==> config.mk <==
export PLATFORM = sky130hd
export DESIGN_NAME = sdram_refresh_scheduler
export DESIGN_NICKNAME = d
export VERILOG_FILES = /design/src/rtl/sdram_ctrl_pkg.sv /design/src/rtl/sdram_interval_timer.sv /design/src/rtl/sdram_refresh_scheduler.sv
export SDC_FILE = /design/constraint.sdc
export NUM_CORES = 1
export LEC_CHECK = 0
export ABC_AREA = 1
export CORE_UTILIZATION = 25
export DETAILED_ROUTE_END_ITERATION = 8
export HOLD_SLACK_MARGIN = 0.06
export SLEW_MARGIN = 40
export SYNTH_ARGS = -nofsm -noshare
export SYNTH_HDL_FRONTEND = slang
export SYNTH_SLANG_ARGS = --single-unit
==> constraint.sdc <==
create_clock -name CLK -period 2 [get_ports CLK]
set_input_delay 0.6 -clock CLK [delete_from_list [all_inputs] [get_ports CLK]]
set_output_delay 0.6 -clock CLK [all_outputs]
set_load 0.05 [all_outputs]
==> src/rtl/sdram_ctrl_pkg.sv <==
// sdram_ctrl_pkg: command codes and refresh scheduler state encodings shared by the SDRAM controller
package sdram_ctrl_pkg;
  localparam logic [1:0] NOP           = 2'b00;
  localparam logic [1:0] PRECHARGE_ALL = 2'b01;
  localparam logic [1:0] REFRESH       = 2'b10;
  localparam logic [1:0] LOAD_MODE     = 2'b11;
  typedef enum logic [2:0] {PWRUP, PRE, IREF, LMR, RUN} sched_state_t;
endpackage

==> src/rtl/sdram_interval_timer.sv <==
// sdram_interval_timer: free-running interval counter that pulses tick on limit-1 and wraps to 0
module sdram_interval_timer #(
  parameter int CNT_W = 16
) (
  input  logic             CLK,
  input  logic             RST_N,
  input  logic             clear,
  input  logic [CNT_W-1:0] limit,
  output logic             tick
);
  logic [CNT_W-1:0] cnt;
  assign tick = cnt == limit - 1'b1;
  // count up, restarting from 0 on clear or at the terminal count
  always_ff @(posedge CLK or negedge RST_N)
    if (!RST_N) cnt <= '0;
    else cnt <= (clear | tick) ? '0 : cnt + 1'b1;
endmodule

==> src/rtl/sdram_refresh_scheduler.sv <==
// sdram_refresh_scheduler: SDRAM init sequence and auto-refresh backlog; REFRESH_BACKLOG_EN selects multi-entry backlog vs single flag
module sdram_refresh_scheduler
  import sdram_ctrl_pkg::*;
#(
  parameter int CNT_W          = 16,
  parameter int PWRUP_CYCLES   = 20000,
  parameter int REF_INTERVAL   = 780,
  parameter int INIT_REFRESHES = 8,
  parameter int MAX_BACKLOG    = 8,
  parameter int URGENT_LEVEL   = 6,
  parameter int BL_W           = 4
) (
  input  logic            CLK,
  input  logic            RST_N,
  input  logic            restart,
  output logic            cmd_valid,
  output logic [1:0]      cmd_code,
  input  logic            cmd_ready,
  output logic            init_done,
  output logic            urgent,
  output logic [BL_W-1:0] pending,
  output logic            overflow
);
`ifdef REFRESH_BACKLOG_EN
  localparam bit BACKLOG = 1'b1;
`else
  localparam bit BACKLOG = 1'b0;
`endif
  localparam int IC_W = $clog2(INIT_REFRESHES + 1);
  localparam logic [BL_W-1:0] CAP = BACKLOG ? BL_W'(MAX_BACKLOG) : BL_W'(1);
  sched_state_t state;
  logic [IC_W-1:0] init_cnt;
  logic tick, hs, run_tick, full, ovf_set;
  logic [BL_W-1:0] pend_nxt;
  sdram_interval_timer #(.CNT_W(CNT_W)) u_timer (
    .CLK  (CLK),
    .RST_N(RST_N),
    .clear(restart | (state != PWRUP && state != RUN)),
    .limit(state == PWRUP ? CNT_W'(PWRUP_CYCLES) : CNT_W'(REF_INTERVAL)),
    .tick (tick)
  );
  assign hs       = cmd_valid & cmd_ready;
  assign run_tick = tick & (state == RUN);
  assign full     = pending == CAP;
  assign ovf_set  = run_tick & ~hs & full;
  assign pend_nxt = (run_tick & ~hs & ~full) ? pending + 1'b1 : (hs & ~run_tick) ? pending - 1'b1 : pending;
  assign urgent   = BACKLOG ? pending >= BL_W'(URGENT_LEVEL) : pending[0];
  // init sequencing, RUN-time backlog and registered command request
  always_ff @(posedge CLK or negedge RST_N)
    if (!RST_N) begin
      state     <= PWRUP;
      init_cnt  <= '0;
      pending   <= '0;
      cmd_valid <= 1'b0;
      cmd_code  <= NOP;
      init_done <= 1'b0;
      overflow  <= 1'b0;
    end else if (restart) begin
      state     <= PWRUP;
      init_cnt  <= '0;
      pending   <= '0;
      cmd_valid <= 1'b0;
      cmd_code  <= NOP;
      init_done <= 1'b0;
    end else
      case (state)
        PWRUP: if (tick) begin
          state     <= PRE;
          cmd_valid <= 1'b1;
          cmd_code  <= PRECHARGE_ALL;
        end
        PRE: if (hs) begin
          state    <= IREF;
          init_cnt <= '0;
          cmd_code <= REFRESH;
        end
        IREF: if (hs) begin
          init_cnt <= init_cnt + 1'b1;
          if (init_cnt == IC_W'(INIT_REFRESHES - 1)) begin
            state    <= LMR;
            cmd_code <= LOAD_MODE;
          end
        end
        LMR: if (hs) begin
          state     <= RUN;
          cmd_valid <= 1'b0;
          cmd_code  <= NOP;
          init_done <= 1'b1;
        end
        RUN: begin
          pending   <= pend_nxt;
          cmd_valid <= pend_nxt != '0;
          cmd_code  <= pend_nxt != '0 ? REFRESH : NOP;
          if (ovf_set) overflow <= 1'b1;
        end
        default: state <= PWRUP;
      endcase
endmodule

# Yosys cells after proc, flatten, opt, wreduce, memory -nomap -nowiden
# Index checks and enable logic that the tools add are counted.
dict set report word_totals {
  ff_bits 32
  word_cells 87
}
dict set report classes {
  n_addsub 5
  eq_ne 14
  mux 32
  bitwise 12
  n_reduce_logical 16
}
# cell n
set ops {}
lappend ops {{$mux W4} 7}
lappend ops {{$mux W3} 6}
lappend ops {{$ne A3 B3 Y1 const B} 6}
lappend ops {{$add A16 B1 Y16 const B} 1}
lappend ops {{$eq A16 B16 Y1} 1}
lappend ops {{$mux W16} 1}
lappend ops {{$sub A15 B1 Y16 const B} 1}
lappend ops {{$mux W15} 1}
lappend ops {{$pmux W3 S5} 1}
lappend ops {{$mux W2} 7}
lappend ops {{$reduce_and A6 Y1} 2}
lappend ops {{$pmux W2 S5} 1}
lappend ops {{$reduce_and A3 Y1} 3}
lappend ops {{$add A4 B1 Y4 const B} 2}
lappend ops {{$pmux W4 S2} 1}
lappend ops {{$reduce_bool A4 Y1} 2}
lappend ops {{$and A1 B1 Y1} 6}
lappend ops {{$eq A3 B2 Y1 const B} 2}
lappend ops {{$mux W1} 6}
lappend ops {{$reduce_bool A2 Y1} 3}
lappend ops {{$reduce_bool A3 Y1} 2}
lappend ops {{$reduce_bool A6 Y1} 1}
lappend ops {{$eq A4 B1 Y1 const B} 1}
lappend ops {{$eq A4 B3 Y1 const B} 1}
lappend ops {{other kinds (10)} 14}

# Logic depth before layout (Yosys ltp)
# Gate-level depths: netlist of the first run.
dict set report logic_depth {
  depth_word 13
  depth_mapped 16
  mapped_depth_nobuf 16
}

# By module
# From an unflattened synthesis of the first run, not the netlist that was laid out.
dict set report unflattened {
  hier_cells 383
  area_unflattened_um2 2583.7
}
# mod n_inst cells_each area_each_um2
set modules_own_cells {}
lappend modules_own_cells {sdram_interval_timer 1 230 1483.9}
lappend modules_own_cells {sdram_refresh_scheduler 1 153 1099.8}

# Worst setup path after synthesis of the first run
# No wires, ideal clock.
dict set report synth_path {
  kind {register to register}
  start {register pending[1]}
  end {register cmd_valid}
  setup_ns 0.118
  t_arrival_ns 1.731
  path_slack_ns 0.152
  stages_incl_launch_ff 13
  path_buffers 0
  synth_period_minus_slack_ns 1.848
  cell_sequence {dfrtp_1 inv_1 ha_1 nand2_1 nand3_1 nand2_1 nand2_1 nand2_1 nand2_1 inv_2 nand3_1 nand2_1 nand2_1}
}
dict set report synth_via {
  elab_chain_cells 7
  elab_cells_between_ends 10
  cone_classes {add/sub (2); eq/ne (1); mux (4); bitwise (2); reduce/logical (1)}
}
# element line_no
set synth_rtl {}
lappend synth_rtl {{start, declared} sdram_refresh_scheduler.sv:21} ;# output logic [BL_W-1:0] pending,
lappend synth_rtl {{start signal, assigned} sdram_refresh_scheduler.sv:91} ;# pending <= pend_nxt;
lappend synth_rtl {{parallel branches: the longest is 3 deep, another holds $sub A4 B1 Y4} n/a}
lappend synth_rtl {{$mux W4 (*)} sdram_refresh_scheduler.sv:46} ;# assign pend_nxt = (run_tick & ~hs & ~full) ? pending + 1'b1 : (hs & ~run_tick) ? pending - 1'b1 : pending;
lappend synth_rtl {{$reduce_bool A4 Y1 (*)} sdram_refresh_scheduler.sv:92} ;# cmd_valid <= pend_nxt != '0;
lappend synth_rtl {{$pmux W1 S3 (*)} sdram_refresh_scheduler.sv:66} ;# case (state)
lappend synth_rtl {{$mux W1 (*)} sdram_refresh_scheduler.sv:58} ;# end else if (restart) begin
lappend synth_rtl {{end signal, assigned} sdram_refresh_scheduler.sv:62} ;# cmd_valid <= 1'b0;
lappend synth_rtl {{end signal, assigned} sdram_refresh_scheduler.sv:69} ;# cmd_valid <= 1'b1;
lappend synth_rtl {{end signal, assigned} sdram_refresh_scheduler.sv:92}
lappend synth_rtl {{end, declared} sdram_refresh_scheduler.sv:16} ;# output logic cmd_valid,
# Every way passes the cells marked *.
# A chain may end at the register's enable or synchronous reset.

# Worst setup path after layout of the first run
dict set report layout_path {
  start {register state[0]}
  end {register cmd_code[1]}
}
dict set report layout_via {
  elab_chain_cells 13
  elab_cells_between_ends 26
  cone_classes {add/sub (1); eq/ne (10); mux (6); bitwise (5); reduce/logical (4)}
}
# element line_no
set layout_rtl {}
lappend layout_rtl {{start, declared} sdram_refresh_scheduler.sv:31} ;# sched_state_t state;
lappend layout_rtl {{start signal, assigned} sdram_refresh_scheduler.sv:51} ;# state <= PWRUP;
lappend layout_rtl {{start signal, assigned} sdram_refresh_scheduler.sv:59} ;# state <= PWRUP;
lappend layout_rtl {{start signal, assigned} sdram_refresh_scheduler.sv:68} ;# state <= PRE;
lappend layout_rtl {{$logic_not A3 Y1} {sdram_refresh_scheduler.sv:39, sdram_refresh_scheduler.sv:66}}
lappend layout_rtl {{$mux W15} sdram_refresh_scheduler.sv:39} ;# .limit(state == PWRUP ? CNT_W'(PWRUP_CYCLES) : CNT_W'(REF_INTERVAL)),
lappend layout_rtl {{$sub A15 B1 Y16} sdram_interval_timer.sv:12} ;# assign tick = cnt == limit - 1'b1;
lappend layout_rtl {{$eq A16 B16 Y1} sdram_interval_timer.sv:12}
lappend layout_rtl {{$and A1 B1 Y1} sdram_refresh_scheduler.sv:43} ;# assign run_tick = tick & (state == RUN);
lappend layout_rtl {{$not A1 Y1} sdram_refresh_scheduler.sv:46}
lappend layout_rtl {{$and A1 B1 Y1} sdram_refresh_scheduler.sv:46}
lappend layout_rtl {{$mux W4 (2 in a row)} sdram_refresh_scheduler.sv:46}
lappend layout_rtl {{$reduce_bool A4 Y1} sdram_refresh_scheduler.sv:93} ;# cmd_code <= pend_nxt != '0 ? REFRESH : NOP;
lappend layout_rtl {{$mux W2} sdram_refresh_scheduler.sv:93}
lappend layout_rtl {{$pmux W2 S5} sdram_refresh_scheduler.sv:66}
lappend layout_rtl {{$mux W2} sdram_refresh_scheduler.sv:58}
lappend layout_rtl {{end signal, assigned} sdram_refresh_scheduler.sv:93}
lappend layout_rtl {{end, declared} sdram_refresh_scheduler.sv:17} ;# output logic [1:0] cmd_code,
# Parallel ways exist; a longest one is shown, timed or not.

==> report_table.html, run 1 <==
<table>
<tr><th>Metric</th><th>Value</th></tr>
<tr><th colspan="2">Place</th></tr>
<tr><td>Placer congestion estimate</td><td>0.8403</td></tr>
<tr><td>Placed wire-length estimate after detailed placement</td><td>3.669 mm</td></tr>
<tr><td>Buffers added on ports</td><td>13</td></tr>
<tr><td>Worst setup slack after placement</td><td>-0.2692 ns</td></tr>
<tr><th colspan="2">Detailed routing</th></tr>
<tr><td>First-iteration detailed-routing DRC count</td><td>96</td></tr>
<tr><td>Residual antenna-violating net count after detailed routing</td><td>0</td></tr>
<tr><td>Total wire length after detailed routing</td><td>4.989 mm</td></tr>
<tr><td>Routed wire length per instance</td><td>11.31 microns</td></tr>
<tr><td>Residual DRC count</td><td>0</td></tr>
<tr><td>Vias</td><td>2017</td></tr>
<tr><td>Number of search-and-repair iterations in the first detailed-routing pass</td><td>4</td></tr>
<tr><td>Vias per inst</td><td>4.574</td></tr>
<tr><th colspan="2">Layout</th></tr>
<tr><td>Fraction of the core area covered by cells at the end of the flow</td><td>0.3428</td></tr>
<tr><td>Top library cells by usage in the layout, fill and taps aside</td><td>53 x sky130_fd_sc_hd__nand2_1, 39 x sky130_fd_sc_hd__buf_4, 36 x sky130_fd_sc_hd__inv_1</td></tr>
<tr><td># fillers</td><td>855</td></tr>
<tr><td>Antenna cell count</td><td>0</td></tr>
<tr><td>Layout cell share with drive strength beyond 1</td><td>0.3274</td></tr>
<tr><td>Net count reported at finish</td><td>344</td></tr>
<tr><td>Leading cell type in the layout, fill and taps excluded</td><td>sky130_fd_sc_hd__nand2_1</td></tr>
<tr><td>Area growth from synthesis to final layout</td><td>31.83%</td></tr>
<tr><th colspan="2">GRT</th></tr>
<tr><td>GR Util All Layers</td><td>0.1168</td></tr>
<tr><td>Via count of the first global-routing pass</td><td>1866</td></tr>
<tr><td>Largest net degree at the start of global routing</td><td>33</td></tr>
<tr><td>Wire length of the first global-routing pass</td><td>8.245 mm</td></tr>
<tr><td>Initial antenna violation count</td><td>0</td></tr>
<tr><td>Final global-route overflow total</td><td>0</td></tr>
<tr><th colspan="2">Synth</th></tr>
<tr><td>Post-Synthesis Cells</td><td>287</td></tr>
<tr><td>Share of synthesized area occupied by flip-flops and latches</td><td>0.3710</td></tr>
<tr><td>Yosys warning count</td><td>0</td></tr>
<tr><td>Mapped Area</td><td>2158 sq um</td></tr>
<tr><td>Avg Synthesized Cell Area</td><td>7.520 sq um</td></tr>
<tr><td>Syn nets</td><td>296</td></tr>
<tr><td>Library cell with the largest summed area after synthesis</td><td>sky130_fd_sc_hd__dfrtp_1</td></tr>
<tr><td>Unique masters post-synth</td><td>34</td></tr>
<tr><td>Synth area leaders</td><td>sky130_fd_sc_hd__dfrtp_1 37%, sky130_fd_sc_hd__nand2_1 11%, sky130_fd_sc_hd__nand3_1 6.7%</td></tr>
<tr><td>Fraction of post-synthesis cell area in the top cell type by area</td><td>0.3710</td></tr>
<tr><td>Flip-flop and latch count after synthesis</td><td>32</td></tr>
<tr><th colspan="2">STA</th></tr>
<tr><td>Unrepaired setup endpoints after global routing</td><td>true</td></tr>
<tr><td>Post-route setup TNS</td><td>0 ns</td></tr>
<tr><td>Final Cycle Share</td><td>0.9972</td></tr>
<tr><td>Pins over their slew limit</td><td>0</td></tr>
<tr><td>Clk_skew</td><td>0.007521 ns</td></tr>
<tr><td>Worst Setup Slack, final</td><td>0.005529 ns</td></tr>
<tr><td>Final setup viols</td><td>0</td></tr>
<tr><td>Max_slew headroom</td><td>0.7201</td></tr>
<tr><td>Final Hold Fails</td><td>0</td></tr>
<tr><td>Minimum period implied by the final worst setup slack</td><td>1.994 ns</td></tr>
<tr><td>Slew of the pin with the lowest slew margin</td><td>0.4198 ns</td></tr>
<tr><td>Max Fclk</td><td>501.4 MHz</td></tr>
<tr><th colspan="2">Setup path</th></tr>
<tr><td>Largest stage delay on the critical path</td><td>0.45 ns</td></tr>
<tr><td>Type of the setup path with the least slack</td><td>reg2reg</td></tr>
<tr><td>Setup slack, reg-to-reg</td><td>0.006 ns</td></tr>
<tr><td>Cell-by-cell trace of the critical path</td><td>nor2_8 &gt; nand2_4 &gt; nand2_2 &gt; nand3_2 &gt; nor2_2 &gt; nand3_2 &gt; nor2_1 &gt; nand4_1 &gt; nand2_1 &gt; nand2_2 &gt; nor2_4 &gt; nand3_1 &gt; nand2_1 &gt; nand2_1</td></tr>
<tr><td>Startpoint class of the critical path</td><td>flip-flop</td></tr>
<tr><td>Top cell by count, worst path</td><td>sky130_fd_sc_hd__nand2_1</td></tr>
<tr><td>Data arrival at the endpoint of the critical path</td><td>2.17 ns</td></tr>
<tr><td>Cell at the slowest stage of the critical path</td><td>sky130_fd_sc_hd__dfrtp_2</td></tr>
<tr><td>Worst setup EP type</td><td>flip-flop</td></tr>
<tr><td>Worst Path Required</td><td>2.17 ns</td></tr>
<tr><td>CP max FO</td><td>8</td></tr>
<tr><th colspan="2">Power</th></tr>
<tr><td>Max rail drop VDD</td><td>0.0002807 V</td></tr>
<tr><td>Cell leakage power</td><td>0.001324 uW</td></tr>
<tr><td>Switching power summed over all nets</td><td>984.5 uW</td></tr>
<tr><td>Pwr Density</td><td>896.6 nW/um^2</td></tr>
<tr><td>Cell Int Power</td><td>1567 uW</td></tr>
<tr><td>Share of power burned in the clock network</td><td>0.267</td></tr>
<tr><td>Sequential group share of total power</td><td>0.310</td></tr>
<tr><td>Combinational group share of total power</td><td>0.423</td></tr>
<tr><td>Switching share of power</td><td>0.3859</td></tr>
<tr><td>Sum of internal, switching and leakage power</td><td>2551 uW</td></tr>
<tr><th colspan="2">Die</th></tr>
<tr><td>Row count</td><td>33</td></tr>
<tr><td>Height of the die</td><td>94.92 microns</td></tr>
<tr><td>Overall die width</td><td>94.92 microns</td></tr>
<tr><td>Die Footprint</td><td>9009 sq um</td></tr>
<tr><td>Core box area</td><td>8299 sq um</td></tr>
<tr><td>Starting density of the core</td><td>0.2601</td></tr>
<tr><td>Io pins</td><td>14</td></tr>
<tr><th colspan="2">Clocking</th></tr>
<tr><td>Max Root-Sink Buffers</td><td>2</td></tr>
<tr><td>Root Driver</td><td>sky130_fd_sc_hd__clkbuf_8</td></tr>
<tr><td>Clock latency reported for the late side of the worst-skew pair</td><td>0.28 ns</td></tr>
<tr><td>Clock buffers created by TritonCTS</td><td>5</td></tr>
<tr><td>Clock net sink count</td><td>32</td></tr>
<tr><td>TritonCTS clock tree</td><td>built</td></tr>
<tr><td>Clock slew at reported path FFs</td><td>0.07 ns</td></tr>
<tr><td>Level count of the clock H-tree</td><td>2</td></tr>
<tr><th colspan="2">Hold path</th></tr>
<tr><td>Type of the most critical hold path</td><td>reg2reg</td></tr>
<tr><th colspan="2">Outcome</th></tr>
<tr><td>Result of the run</td><td>completed</td></tr>
<tr><th colspan="2">Flow run</th></tr>
<tr><td>Number of maximum-capacitance constraint violations</td><td>0</td></tr>
</table>
[layout make-up]
class,instances,area (sq um),area share
multi-input combinational,210,1277,0.4490
tap,105,131.4,0.04617
timing repair buffer,43,342.8,0.1205
inverter,43,161.4,0.05673
clock inverter,1,30.03,0.01055
clock buffer,7,96.34,0.03386
sequential,32,805.8,0.2832
[per-stage QoR]
| stage | std cells | instance area [sq um] | hold slack [ns] |
|---|---|---|---|
| 4_1_cts | 439 | 2725 | 0.4769 |
| 6_report | 441 | 2845 | 0.4685 |
| 3_5_place_dp | 431 | 2599 | 0.4609 |
| 2_1_floorplan | 287 | 2158 | 0.3044 |
| 5_1_grt | 441 | 2845 | 0.5070 |
| 3_3_place_gp | 431 | 2599 | 0.4575 |
[layer usage]
layer / share of wire / global-route usage
met5: 0 / 0
met4: 0.0086 / 0.03535
met3: 0.029 / 0.02899
met2: 0.48 / 0.1876
met1: 0.49 / 0.1536
[worst max-delay path: cells and delay by family, from the launching register on]
family | cells | cell delay (ns)
flops | 1 | 0.45
simple gates | 14 | 1.43
[power groups by stage]
stage	registers, uW	logic, uW	clock network (uW)
after detailed placement	792	965	0
final	791	1080	681
after global placement	791	959	0
after floorplan	880	554	0
after CTS	781	969	710
after global routing	800	1190	730
[flip-flops by register name, indices dropped and copies added (netlist names)]
name	cells
cmd_code	2
cmd_valid	1
init_cnt	4
u_timer.cnt	16
pending	4
init_done	1
overflow	1
state	3
[timing repair]
item	in CTS	in global routing
buffers inserted	0	2
endpoints found under the setup margin	0	10
hold buffers	0	0
resized for setup	0	31
[cells by family (layout without fill, tap and decap cells)]
logic type | after synthesis | after routing | share of synthesized area
AOI/OAI and AO/OA | 32 | 32 | 0.08406
buffers and inverters | 45 | 94 | 0.08348
adders and majority gates | 5 | 5 | 0.02899
and+or+nand+nor | 168 | 168 | 0.4122
DFF | 32 | 32 | 0.3710
xor gates and xnor gates | 5 | 5 | 0.02029
[worst paths after layout]
| path | from | end | cells after the start |
|---|---|---|---|
| max | state[0]$_DFFE_PN0P_ | cmd_code[1]$_DFFE_PN0P_ | 14 |
| min in group asynchronous | RST_N | cmd_code[0]$_DFFE_PN0P_ | 2 |
| min reg2reg | overflow$_DFFE_PN0P_ | overflow$_DFFE_PN0P_ | 1 |
| max reg2reg | state[0]$_DFFE_PN0P_ | cmd_code[1]$_DFFE_PN0P_ | 14 |
| min | overflow$_DFFE_PN0P_ | overflow$_DFFE_PN0P_ | 1 |
| max in group asynchronous | RST_N | u_timer.cnt[2]$_DFF_PN0_ | 2 |
[cell usage after synthesis, drive strengths merged]
| cell type | count |
|---|---|
| a21oi | 10 |
| a22o | 1 |
| a22oi | 1 |
| a31oi | 1 |
| a41o | 1 |
| buf | 2 |
| dfrtp | 32 |
| ha | 5 |
| inv | 43 |
| nand2 | 69 |
| nand3 | 34 |
| nand3b | 2 |
| nand4 | 6 |
| nor2 | 43 |
| nor3 | 9 |
| nor3b | 2 |
| nor4 | 3 |
| o21a | 1 |
| o21ai | 15 |
| o22ai | 2 |
| xnor2 | 2 |
| xor2 | 3 |
Power figures use the tool's default switching activity.
==> inputs of run 2 (changes only) <==
--- a/config.mk
+++ b/config.mk
@@ -13,3 +13,4 @@
 export SYNTH_ARGS = -nofsm -noshare
 export SYNTH_HDL_FRONTEND = slang
 export SYNTH_SLANG_ARGS = --single-unit
+export TNS_END_PERCENT = 5
==> run 2 against run 1 <==
  * Largest power group unchanged
  * Maximum frequency about the same
  * Wire length about the same
  * Register-to-register slack is essentially flat
  * Critical endpoint unchanged
  * Cell count stayed put
  * Largest cell class unchanged
  * Power hardly changed
  * Hold slack about the same
  * Combinational power hardly changed
==> report_table.html, run 2 (synthesis gave the netlist of run 1 again) <==
<table>
<tr><th>Metric</th><th>Value</th></tr>
<tr><th colspan="2">Layout</th></tr>
<tr><td>Net count reported at finish</td><td>344</td></tr>
<tr><td>Top library cells by usage in the layout, fill and taps aside</td><td>54 x sky130_fd_sc_hd__nand2_1, 39 x sky130_fd_sc_hd__buf_4, 36 x sky130_fd_sc_hd__inv_1</td></tr>
<tr><td>Number of flip-flops under the largest register name</td><td>16</td></tr>
<tr><td>Final Non-Filler Cells</td><td>441</td></tr>
<tr><td>Leading cell type in the layout, fill and taps excluded</td><td>sky130_fd_sc_hd__nand2_1</td></tr>
<tr><td>Area of combinational cells with multiple inputs</td><td>1272 sq um</td></tr>
<tr><td>Register area</td><td>805.8 sq um</td></tr>
<tr><td>Layout cell share with drive strength beyond 1</td><td>0.3214</td></tr>
<tr><td>Antenna cell count</td><td>0</td></tr>
<tr><td>Fraction of the core area covered by cells at the end of the flow</td><td>0.3422</td></tr>
<tr><td>Register ranked first by flip-flop count</td><td>u_timer.cnt</td></tr>
<tr><td># fillers</td><td>854</td></tr>
<tr><td>Summed area of non-filler cells in the final layout</td><td>2840 sq um</td></tr>
<tr><td>Top flop regs</td><td>u_timer.cnt x16, init_cnt x4, pending x4</td></tr>
<tr><td>Area growth from synthesis to final layout</td><td>31.59%</td></tr>
<tr><th colspan="2">STA</th></tr>
<tr><td>Pins over their slew limit</td><td>0</td></tr>
<tr><td>Final setup viols</td><td>0</td></tr>
<tr><td>Slew of the pin with the lowest slew margin</td><td>0.4194 ns</td></tr>
<tr><td>Final Cycle Share</td><td>0.9971</td></tr>
<tr><td>Max_slew headroom</td><td>0.7204</td></tr>
<tr><td>Minimum period implied by the final worst setup slack</td><td>1.994 ns</td></tr>
<tr><td>Min Hold Slack</td><td>0.4686 ns</td></tr>
<tr><td>Final Hold Fails</td><td>0</td></tr>
<tr><td>Unrepaired setup endpoints after global routing</td><td>true</td></tr>
<tr><td>Clk_skew</td><td>0.007737 ns</td></tr>
<tr><td>Max Fclk</td><td>501.5 MHz</td></tr>
<tr><th colspan="2">Clocking</th></tr>
<tr><td>Clock buffers created by TritonCTS</td><td>5</td></tr>
<tr><td>Clock net sink count</td><td>32</td></tr>
<tr><td>Level count of the clock H-tree</td><td>2</td></tr>
<tr><td>Root Driver</td><td>sky130_fd_sc_hd__clkbuf_8</td></tr>
<tr><td>Clock slew at reported path FFs</td><td>0.07 ns</td></tr>
<tr><td>Max Root-Sink Buffers</td><td>2</td></tr>
<tr><td>TritonCTS clock tree</td><td>built</td></tr>
<tr><td>Clock latency reported for the late side of the worst-skew pair</td><td>0.28 ns</td></tr>
<tr><th colspan="2">Setup path</th></tr>
<tr><td>CP max FO</td><td>8</td></tr>
<tr><td>Data arrival at the endpoint of the critical path</td><td>2.16 ns</td></tr>
<tr><td>Top cell by count, worst path</td><td>sky130_fd_sc_hd__nand2_1</td></tr>
<tr><td>Startpoint class of the critical path</td><td>flip-flop</td></tr>
<tr><td>Setup slack, reg-to-reg</td><td>0.006 ns</td></tr>
<tr><td>Start of the worst register-to-register path</td><td>state[0]$_DFFE_PN0P_</td></tr>
<tr><td>CP Launch Point</td><td>state[0]$_DFFE_PN0P_</td></tr>
<tr><td>Worst setup EP type</td><td>flip-flop</td></tr>
<tr><td>Worst Path Required</td><td>2.17 ns</td></tr>
<tr><td>Type of the setup path with the least slack</td><td>reg2reg</td></tr>
<tr><td>Largest stage delay on the critical path</td><td>0.45 ns</td></tr>
<tr><td>Cell-by-cell trace of the critical path</td><td>nor2_8 &gt; nand2_4 &gt; nand2_2 &gt; nand3_2 &gt; nor2_2 &gt; nand3_2 &gt; nor2_1 &gt; nand4_1 &gt; nand2_1 &gt; nand2_2 &gt; nor2_4 &gt; nand3_1 &gt; nand2_1 &gt; nand2_1</td></tr>
<tr><td>Cell at the slowest stage of the critical path</td><td>sky130_fd_sc_hd__dfrtp_2</td></tr>
<tr><th colspan="2">Place</th></tr>
<tr><td>Buffers added on ports</td><td>13</td></tr>
<tr><td>Placed standard-cell area</td><td>2599 sq um</td></tr>
<tr><td>Placed wire-length estimate after detailed placement</td><td>3.669 mm</td></tr>
<tr><td>Placer congestion estimate</td><td>0.8403</td></tr>
<tr><td>Placed Cells incl. Taps</td><td>431</td></tr>
<tr><th colspan="2">Power</th></tr>
<tr><td>Cell leakage power</td><td>0.001323 uW</td></tr>
<tr><td>Combinational group share of total power</td><td>0.423</td></tr>
<tr><td>Sequential group share of total power</td><td>0.310</td></tr>
<tr><td>Switching power summed over all nets</td><td>983.9 uW</td></tr>
<tr><td>Switching share of power</td><td>0.3858</td></tr>
<tr><td>Pwr Density</td><td>897.9 nW/um^2</td></tr>
<tr><td>Max rail drop VDD</td><td>0.0002807 V</td></tr>
<tr><td>Share of power burned in the clock network</td><td>0.267</td></tr>
<tr><td>Cell Int Power</td><td>1566 uW</td></tr>
<tr><th colspan="2">Die</th></tr>
<tr><td>Overall die width</td><td>94.92 microns</td></tr>
<tr><td>Starting density of the core</td><td>0.2601</td></tr>
<tr><td>Row count</td><td>33</td></tr>
<tr><td>Height of the die</td><td>94.92 microns</td></tr>
<tr><td>Die Footprint</td><td>9009 sq um</td></tr>
<tr><td>Io pins</td><td>14</td></tr>
<tr><td>Core box area</td><td>8299 sq um</td></tr>
<tr><th colspan="2">Detailed routing</th></tr>
<tr><td>First-iteration detailed-routing DRC count</td><td>78</td></tr>
<tr><td>Vias</td><td>2012</td></tr>
<tr><td>Number of search-and-repair iterations in the first detailed-routing pass</td><td>4</td></tr>
<tr><td>Vias per inst</td><td>4.562</td></tr>
<tr><td>Routed wire length per instance</td><td>11.32 microns</td></tr>
<tr><td>Residual DRC count</td><td>0</td></tr>
<tr><td>Residual antenna-violating net count after detailed routing</td><td>0</td></tr>
<tr><td>Total wire length after detailed routing</td><td>4.993 mm</td></tr>
<tr><th colspan="2">Outcome</th></tr>
<tr><td>Result of the run</td><td>completed</td></tr>
<tr><th colspan="2">GRT</th></tr>
<tr><td>Largest net degree at the start of global routing</td><td>33</td></tr>
<tr><td>Final global-route overflow total</td><td>0</td></tr>
<tr><td>Wire length of the first global-routing pass</td><td>8.245 mm</td></tr>
<tr><td>Initial antenna violation count</td><td>0</td></tr>
<tr><td>Via count of the first global-routing pass</td><td>1866</td></tr>
<tr><td>GR Util All Layers</td><td>0.1168</td></tr>
<tr><th colspan="2">Hold path</th></tr>
<tr><td>Type of the most critical hold path</td><td>reg2reg</td></tr>
<tr><td>Startpoint of the most critical hold path</td><td>overflow$_DFFE_PN0P_</td></tr>
<tr><th colspan="2">Flow run</th></tr>
<tr><td>Number of maximum-capacitance constraint violations</td><td>0</td></tr>
</table>
[run 2: per-layer routing]
layer	wire [microns]	track usage	up-vias
li1	-	-	1027
met1	2456	0.1536	953
met2	2350	0.1876	25
met3	142	0.02899	7
met4	43	0.03535	0
met5	0	0	-
[run 2: metrics by stage]
step / power, uW / TNS [ns] / setup slack (ns)
final: 2550 / 0 / 0.005855
after global routing: 2715 / -0.3158 / -0.1235
after floorplan: 1434 / 0 / 0.1515
after detailed placement: 1757 / -0.9678 / -0.2692
after CTS: 2460 / 0 / 0.01990
after global placement: 1750 / -0.6145 / -0.1560
[run 2: power groups by stage]
stage	sequential [uW]	combinational [uW]	clock, uW
floorplan	880	554	0
global route	800	1190	730
detailed placement	792	965	0
CTS	781	969	710
finish	791	1080	682
global placement	791	959	0
[run 2: path summary, 6_finish.rpt]
kind                                       endpoint  cells after the start
max                         cmd_code[1]$_DFFE_PN0P_                     14
min                            overflow$_DFFE_PN0P_                      1
max reg2reg                 cmd_code[1]$_DFFE_PN0P_                     14
min reg2reg                    overflow$_DFFE_PN0P_                      1
max in group asynchronous  u_timer.cnt[2]$_DFF_PN0_                      2
min in group asynchronous   cmd_code[0]$_DFFE_PN0P_                      2
[run 2: final cells by class]
type	instances	share of cell area
inverter	43	0.05683
clock inverter	1	0.01057
clock buffer	7	0.03392
sequential	32	0.2837
tap	105	0.04626
timing repair buffer	43	0.1207
multi-input combinational	210	0.4480
[run 2: repair_timing]
item	CTS	global route
resized for setup	0	29
endpoints found under the setup margin	0	10
hold buffers	0	0
buffers inserted	0	2
[run 2: critical path, delay by kind of cell (launching register included)]
family / cells / cell delay [ns]
AND/OR/NAND/NOR: 14 / 1.43
flip-flops: 1 / 0.45
